`config.mk`:
```
export PLATFORM = sky130hd
export DESIGN_NAME = tiny_wb_dma_spi_rx
export DESIGN_NICKNAME = d
export VERILOG_FILES = /design/src/rtl/tiny_wb_dma_spi_rx.sv
export SDC_FILE = /design/constraint.sdc
export NUM_CORES = 1
export LEC_CHECK = 0
export BUFFER_PORTS_ARGS = -buffer_cell sky130_fd_sc_hd__buf_2
export CAP_MARGIN = 20
export CORE_UTILIZATION = 40
export DETAILED_ROUTE_END_ITERATION = 10
export MAX_ROUTING_LAYER = met4
export SYNTH_ARGS = -nofsm -noshare
export SYNTH_HDL_FRONTEND = slang
export SYNTH_SLANG_ARGS = --single-unit
```
`constraint.sdc`:
```
create_clock -name clk_i -period 3.67 [get_ports clk_i]
set_input_delay 0.367 -clock clk_i [delete_from_list [all_inputs] [get_ports clk_i]]
set_output_delay 0.367 -clock clk_i [all_outputs]
set_load 0.01 [all_outputs]
```
`src/rtl/tiny_wb_dma_spi_rx.sv`:
```
// -----------------------------------------------------------------------------
// tiny_wb_dma_spi_rx
//
// Receive-side DMA SPI master. Clocks size_i bytes in from an SPI slave
// (mode 0, MSB first), packs them little-endian into 32-bit words and writes
// each word to memory through a single-entry Wishbone master write buffer.
//
// Build option:
//   DMA_SPI_RX_DBUF_EN  defined   : separate shift register and write buffer,
//                                   shifting of the next word overlaps the
//                                   bus write of the previous one.
//                       undefined : one shared register; SCK pauses after
//                                   every word until its write is acked.
//
// Ports:
//   clk_i, rst_i            clock, synchronous active-high reset
//   wbm_spi_cyc_o/stb_o     bus request (cyc == stb)
//   wbm_spi_we_o            always 1 (write-only master)
//   wbm_spi_adr_o/dat_o     write address / data
//   wbm_spi_sel_o           byte enables (only received bytes set)
//   wbm_spi_ack_i           bus acknowledge
//   start_i                 start pulse, sampled in IDLE only
//   presc_i                 SCK half period = 8*presc_i+1 cycles
//   spi_adr_i, spi_inc_i    destination base, post-increment enable
//   size_i                  transfer length in bytes
//   rdy_o                   high while idle
//   spi_sck_o, spi_sdi_i    SPI clock (CPOL=0) and data from slave
// -----------------------------------------------------------------------------
module tiny_wb_dma_spi_rx #(
  parameter int MAX_SPI_LENGTH = 1024,
  localparam int SW = $clog2(MAX_SPI_LENGTH + 1)
) (
  input  logic          clk_i,
  input  logic          rst_i,
  output logic          wbm_spi_cyc_o,
  output logic          wbm_spi_stb_o,
  output logic          wbm_spi_we_o,
  output logic [31:0]   wbm_spi_adr_o,
  output logic [31:0]   wbm_spi_dat_o,
  output logic [3:0]    wbm_spi_sel_o,
  input  logic          wbm_spi_ack_i,
  input  logic          start_i,
  input  logic [3:0]    presc_i,
  input  logic [31:0]   spi_adr_i,
  input  logic          spi_inc_i,
  input  logic [SW-1:0] size_i,
  output logic          rdy_o,
  output logic          spi_sck_o,
  input  logic          spi_sdi_i
);

  typedef enum logic [1:0] {IDLE, SHIFT, STALL, FLUSH} state_t;

  state_t        state_q;
  logic [6:0]    cnt_q;      // prescaler down-counter
  logic          sck_q;
  logic          rdy_q;
  logic          stb_q;      // write buffer occupied
  logic [SW+2:0] bits_q;     // bits received so far in this transfer
  logic [SW-1:0] widx_q;     // index of the next word handed to the bus
  logic [31:0]   adr_q;
  logic [31:0]   dat_q;
  logic [3:0]    sel_q;

`ifdef DMA_SPI_RX_DBUF_EN
  logic [31:0]   sh_q;       // word being shifted in
  logic [3:0]    sh_sel_q;   // byte enables of a completed word awaiting the buffer
  logic          pend_q;     // sh_q holds a completed word not yet in the buffer
`endif

  logic          tick;
  logic [6:0]    reload;
  logic [SW+2:0] total_bits;
  logic [4:0]    pos;
  logic          last_bit;
  logic          word_done;
  logic [31:0]   cur_word;
  logic [31:0]   word_nxt;
  logic [3:0]    sel_nxt;
  logic [31:0]   word_adr;

  assign tick       = (cnt_q == 7'd0);
  assign reload     = {presc_i, 3'b000};
  assign total_bits = {size_i, 3'b000};
  assign pos        = bits_q[4:0];
  assign last_bit   = ((bits_q + (SW+3)'(1)) == total_bits);
  assign word_done  = (pos == 5'd31) || last_bit;
  assign word_adr   = spi_inc_i ? (spi_adr_i + 32'({widx_q, 2'b00})) : spi_adr_i;

`ifdef DMA_SPI_RX_DBUF_EN
  assign cur_word = sh_q;
`else
  assign cur_word = dat_q;
`endif

  // Bit k of the transfer (k = pos within the word) lands in byte pos[4:3] at
  // bit 7-pos[2:0]: MSB-first within a byte, bytes little-endian in the word.
  // The first bit of a word starts from zero so unreceived bytes read as 0.
  // NOTE: every combinational output gets a default before any conditional
  // update, so no path leaves it unassigned and no latch is inferred.
  always_comb begin
    word_nxt = (pos == 5'd0) ? 32'd0 : cur_word;
    word_nxt[pos ^ 5'd7] = spi_sdi_i;
    sel_nxt = {pos[4:3] == 2'd3, pos[4:3] >= 2'd2, pos[4:3] >= 2'd1, 1'b1};
  end

  // NOTE: all state below is updated with non-blocking assignments so every
  // register samples pre-edge values, independent of statement order.
  always_ff @(posedge clk_i) begin
    if (rst_i) begin
      state_q  <= IDLE;
      cnt_q    <= 7'd0;
      sck_q    <= 1'b0;
      rdy_q    <= 1'b1;
      stb_q    <= 1'b0;
      bits_q   <= '0;
      widx_q   <= '0;
      adr_q    <= 32'd0;
      dat_q    <= 32'd0;
      sel_q    <= 4'd0;
`ifdef DMA_SPI_RX_DBUF_EN
      sh_q     <= 32'd0;
      sh_sel_q <= 4'd0;
      pend_q   <= 1'b0;
`endif
    end else begin
      // Buffer release on ack. Every reload below is gated on stb_q being
      // already low, so a release and a reload never meet in one cycle and a
      // bus-idle cycle always separates consecutive writes.
      if (stb_q && wbm_spi_ack_i) stb_q <= 1'b0;

      case (state_q)
        IDLE: begin
          if (start_i) begin
            rdy_q   <= 1'b0;
            bits_q  <= '0;
            widx_q  <= '0;
            cnt_q   <= reload;
            state_q <= (size_i != '0) ? SHIFT : FLUSH;
          end
        end

        SHIFT: begin
          if (!tick) begin
            cnt_q <= cnt_q - 7'd1;
          end else begin
            cnt_q <= reload;
            sck_q <= ~sck_q;
            if (!sck_q) begin
              // Rising edge: sample SDI into the current word.
              bits_q <= bits_q + (SW+3)'(1);
`ifdef DMA_SPI_RX_DBUF_EN
              sh_q <= word_nxt;
              if (word_done) begin
                if (!stb_q) begin
                  dat_q  <= word_nxt;
                  sel_q  <= sel_nxt;
                  adr_q  <= word_adr;
                  stb_q  <= 1'b1;
                  widx_q <= widx_q + SW'(1);
                end else begin
                  sh_sel_q <= sel_nxt;
                  pend_q   <= 1'b1;
                  state_q  <= STALL;
                end
              end
`else
              dat_q <= word_nxt;
              if (word_done) begin
                sel_q  <= sel_nxt;
                adr_q  <= word_adr;
                stb_q  <= 1'b1;
                widx_q <= widx_q + SW'(1);
                // The shared register must not shift while its write is
                // outstanding; the final word simply finishes its SCK cycle.
                if (!last_bit) state_q <= STALL;
              end
`endif
            end else if (bits_q == total_bits) begin
              // Falling edge after the last bit: SCK is now low for good.
              state_q <= FLUSH;
            end
          end
        end

        STALL: begin
          // Complete the falling edge of the current SCK cycle, then freeze.
          if (sck_q) begin
            if (tick) begin
              sck_q <= 1'b0;
              cnt_q <= reload;
            end else begin
              cnt_q <= cnt_q - 7'd1;
            end
          end
`ifdef DMA_SPI_RX_DBUF_EN
          if (pend_q && !stb_q) begin
            dat_q  <= sh_q;
            sel_q  <= sh_sel_q;
            adr_q  <= word_adr;
            stb_q  <= 1'b1;
            widx_q <= widx_q + SW'(1);
            pend_q <= 1'b0;
          end
          if (!sck_q && (!pend_q || !stb_q)) begin
`else
          if (!sck_q && !stb_q) begin
`endif
            cnt_q   <= reload;
            state_q <= (bits_q == total_bits) ? FLUSH : SHIFT;
          end
        end

        FLUSH: begin
          if (!stb_q || wbm_spi_ack_i) begin
            rdy_q   <= 1'b1;
            state_q <= IDLE;
          end
        end

        default: state_q <= IDLE;
      endcase
    end
  end

  assign wbm_spi_cyc_o = stb_q;
  assign wbm_spi_stb_o = stb_q;
  assign wbm_spi_we_o  = 1'b1;
  assign wbm_spi_adr_o = adr_q;
  assign wbm_spi_dat_o = dat_q;
  assign wbm_spi_sel_o = sel_q;
  assign rdy_o         = rdy_q;
  assign spi_sck_o     = sck_q;

endmodule

```
==> metrics <==
CP peak stage delay=between 600 and 700 ps; num ports=~130; fin nets=around 980; Max Fclk=0.296 GHz; clk_skew=between 8 and 9 ps; fraction of layout cells with a size suffix above 1=0.192; Reg area=between 2000 and 2500 um2; post-route antenna net violation count=0; Remaining DRCs=0; Post-synth top flop=dfxtp_1; Via density=between 5 and 6; Rel. slew slack=0.385; Max clock buf depth=2; Sink Count=roughly 110; sequential area share after synthesis=0.332; die width=about 130 um; Final Hold Vio Count=0; cell count after placement=around 1.1k; CP max-delay cell=o41a_2; CP endpoint kind=flip-flop; Least-Margin Pin Slew=~900 ps; drt first pass iters=5; clk_lat worst skew=between 300 and 400 ps; Port Buf Inserts=124; Root Buffer=clkbuf_16; initial antenna violation count=0; VDD IR max=0.263 mV; DR iter-0 viols=between 500 and 600; Min Hold Slack=257 ps; Layout Cells excl Fill=approximately 1.1k; FFs w/ async S/R, synth=0; syn_nets=slightly below 900; number of antenna diodes=0; area leader, netlist=dfxtp_1; Worst EP required=around 3900 ps; Crit Path Max Fanout=27; TritonCTS buffer count=9; Post-synth EDFFs=0; wire per inst=approximately 16 um; Filler Cells Inserted=about 1.6k; setup bufs post-CTS=0; Max-Cap Viols=0; leakage=between 2 and 3 nW; final slew viol count=0; via count of the first global-routing pass=~5.5k; pwr/cell area=between 400 and 500 nW/um2; GPL Wtd Cong=0.934; RSZ-0062 raised after global routing=false; Synth Register Bits=105; synthesis-to-finish area growth=17.0%; Starting Density=0.413; core area=~15000 um2; fin util=0.483; Arr. time, crit path=around 3600 ps; first-pass GRT wire length=around 28000 um; TritonCTS clock tree=done; Avg Inst Size Synth=roughly 7.9 um2; startpoint types=flip-flop; Synth area leaders=dfxtp_1 (33%), a21oi_1 (5.1%), nor2_1 (4.9%), nand3_1 (4.9%), ha_1 (4.4%); All-Layer GR Usage=0.222; Synth Instances=between 800 and 900; area share of the largest cell type after synthesis=0.332; largest net degree at the start of global routing=a little under 70; Yosys Warn Count=0; period utilization=0.921; H-tree depth=3; Post-Syn Area=6320 um2; Die Span Y=between 100 and 150 um; Die ar.=about 16000 um2; most frequent cells in the layout=buf_2 (124), dfxtp_1 (105), nor2_1 (83); # rows=45; clock slew at the register clock pins of the worst setup and hold paths=70 ps; most common cell after layout, fill and taps aside=buf_2; Vias=around 6.2k; setup_tns=0 ps; worst-path cell chain=ha_1, and3_1, ha_1, xnor2_1, nand3_1, a311oi_1, nand4_2, o41a_2, nor2_2, buf_4, a311oi_1; area of the multi-input gates=3900 um2; total gr overflow=0; status=complete, no violations; Min-Delay Path Class=primary input to flip-flop; Detail Placement HPWL=around 12000 um; critical path class=flip-flop to flip-flop; shortest period the worst path allows=between 3000 and 4000 ps; endpoints failing setup=0; DRT Wirelength=17600 um; count of different cell masters after synthesis=72
## report_power, final
part | leakage (nW) | internal [mW] | switching (mW)
Clock | 0.137 | 0.485 | 0.467
Sequential | 0.847 | 1.18 | 0.0494
Combinational | 1.78 | 0.325 | 0.628
Total | 2.77 | 1.99 | 1.14
## through the flow
stage               power (mW)  worst slack [ps]  area [um2]
floorplan                 1.90               541        6320
global placement          2.16               274        7100
detailed placement        2.19               241        7120
CTS                       3.14               215        7400
global route              3.30              21.6        7400
finish                    3.13               291        7400
## kinds of logic after synthesis
group                      count (synthesis)  share of synthesized area
AOI/OAI and AO/OA                        216                      0.226
xor gates and xnor gates                  38                     0.0526
adders and majority gates                 23                     0.0467
buffers and inverters                     77                     0.0512
DFF                                      105                      0.332
muxes                                     16                     0.0253
other                                      1                   0.000593
and+or+nand+nor                          326                      0.265
## path summary, 6_finish.rpt
check / startpoint / endpoint / slack (ps) / cells after the start
max: bits_q[0]$_SDFFE_PP0P_ / wbm_spi_adr_o[12]$_SDFFE_PP0P_ / 290 / 11
min: spi_adr_i[0] / wbm_spi_adr_o[0]$_SDFFE_PP0P_ / 260 / 3
max reg2reg: bits_q[0]$_SDFFE_PP0P_ / wbm_spi_adr_o[12]$_SDFFE_PP0P_ / 290 / 11
min reg2reg: wbm_spi_dat_o[3]$_SDFFE_PP0P_ / wbm_spi_dat_o[3]$_SDFFE_PP0P_ / 450 / 2
## layout make-up
type,instances,area share
clock buffer,11,0.0328
clock inverter,5,0.00524
inverter,25,0.0127
multi-input combinational,620,0.527
sequential,105,0.284
tap,211,0.0357
timing repair buffer,141,0.102
## worst max-delay path: cells and delay by family, from the launching register on
family,cells,cell delay (ps)
compound gates,3,1100
xor+xnor,1,160
fa+ha+maj,2,540
buf+inv,1,320
flops,1,450
simple gates,4,650
## repair_timing
| action | CTS | global route |
|---|---|---|
| hold buffers | 0 | 0 |
| gates resized for setup | 0 | 1 |
| hold endpoints to repair | 0 | 0 |
| endpoints found under the setup margin | 0 | 28 |
## metal layers
layer	track usage	wire length [um]	vias up
li1	-	-	3106
met2	0.344	7920	203
met3	0.0447	966	22
met5	-	0	-
met4	0.0505	201	0
met1	0.297	8530	2870
## flip-flops by register name (all words and copies together) (netlist names)
| signal | cells |
|---|---|
| widx_q | 11 |
| wbm_spi_cyc_o | 1 |
| state_q | 2 |
| bits_q | 14 |
| wbm_spi_sel_o | 4 |
| spi_sck_o | 1 |
| cnt_q | 7 |
| wbm_spi_dat_o | 32 |
| rdy_o | 1 |
| wbm_spi_adr_o | 32 |
## synthesized netlist by cell type, types with 3 or more instances
library cell / count
dfxtp_1: 105
nor2_1: 83
nand2_1: 65
a21oi_1: 64
nand3_1: 62
o21ai_0: 43
clkbuf_1: 37
a211oi_1: 33
inv_1: 24
xor2_1: 23
ha_1: 22
nand2b_1: 20
nor3_1: 18
mux2i_1: 16
xnor2_1: 15
nand4_1: 12
buf_2: 10
or3_1: 10
nor2b_1: 9
a31oi_1: 8
a32oi_1: 8
and2_1: 8
nor4_1: 8
a311oi_1: 7
o211ai_1: 6
a21boi_0: 5
and3_1: 5
and4_1: 5
buf_4: 4
o21a_1: 4
a21o_1: 3
a22oi_1: 3
nand3b_1: 3
nor4_4: 3
o31a_1: 3
o31ai_1: 3
o32ai_1: 3
or4_1: 3
Power figures use the tool's default switching activity.
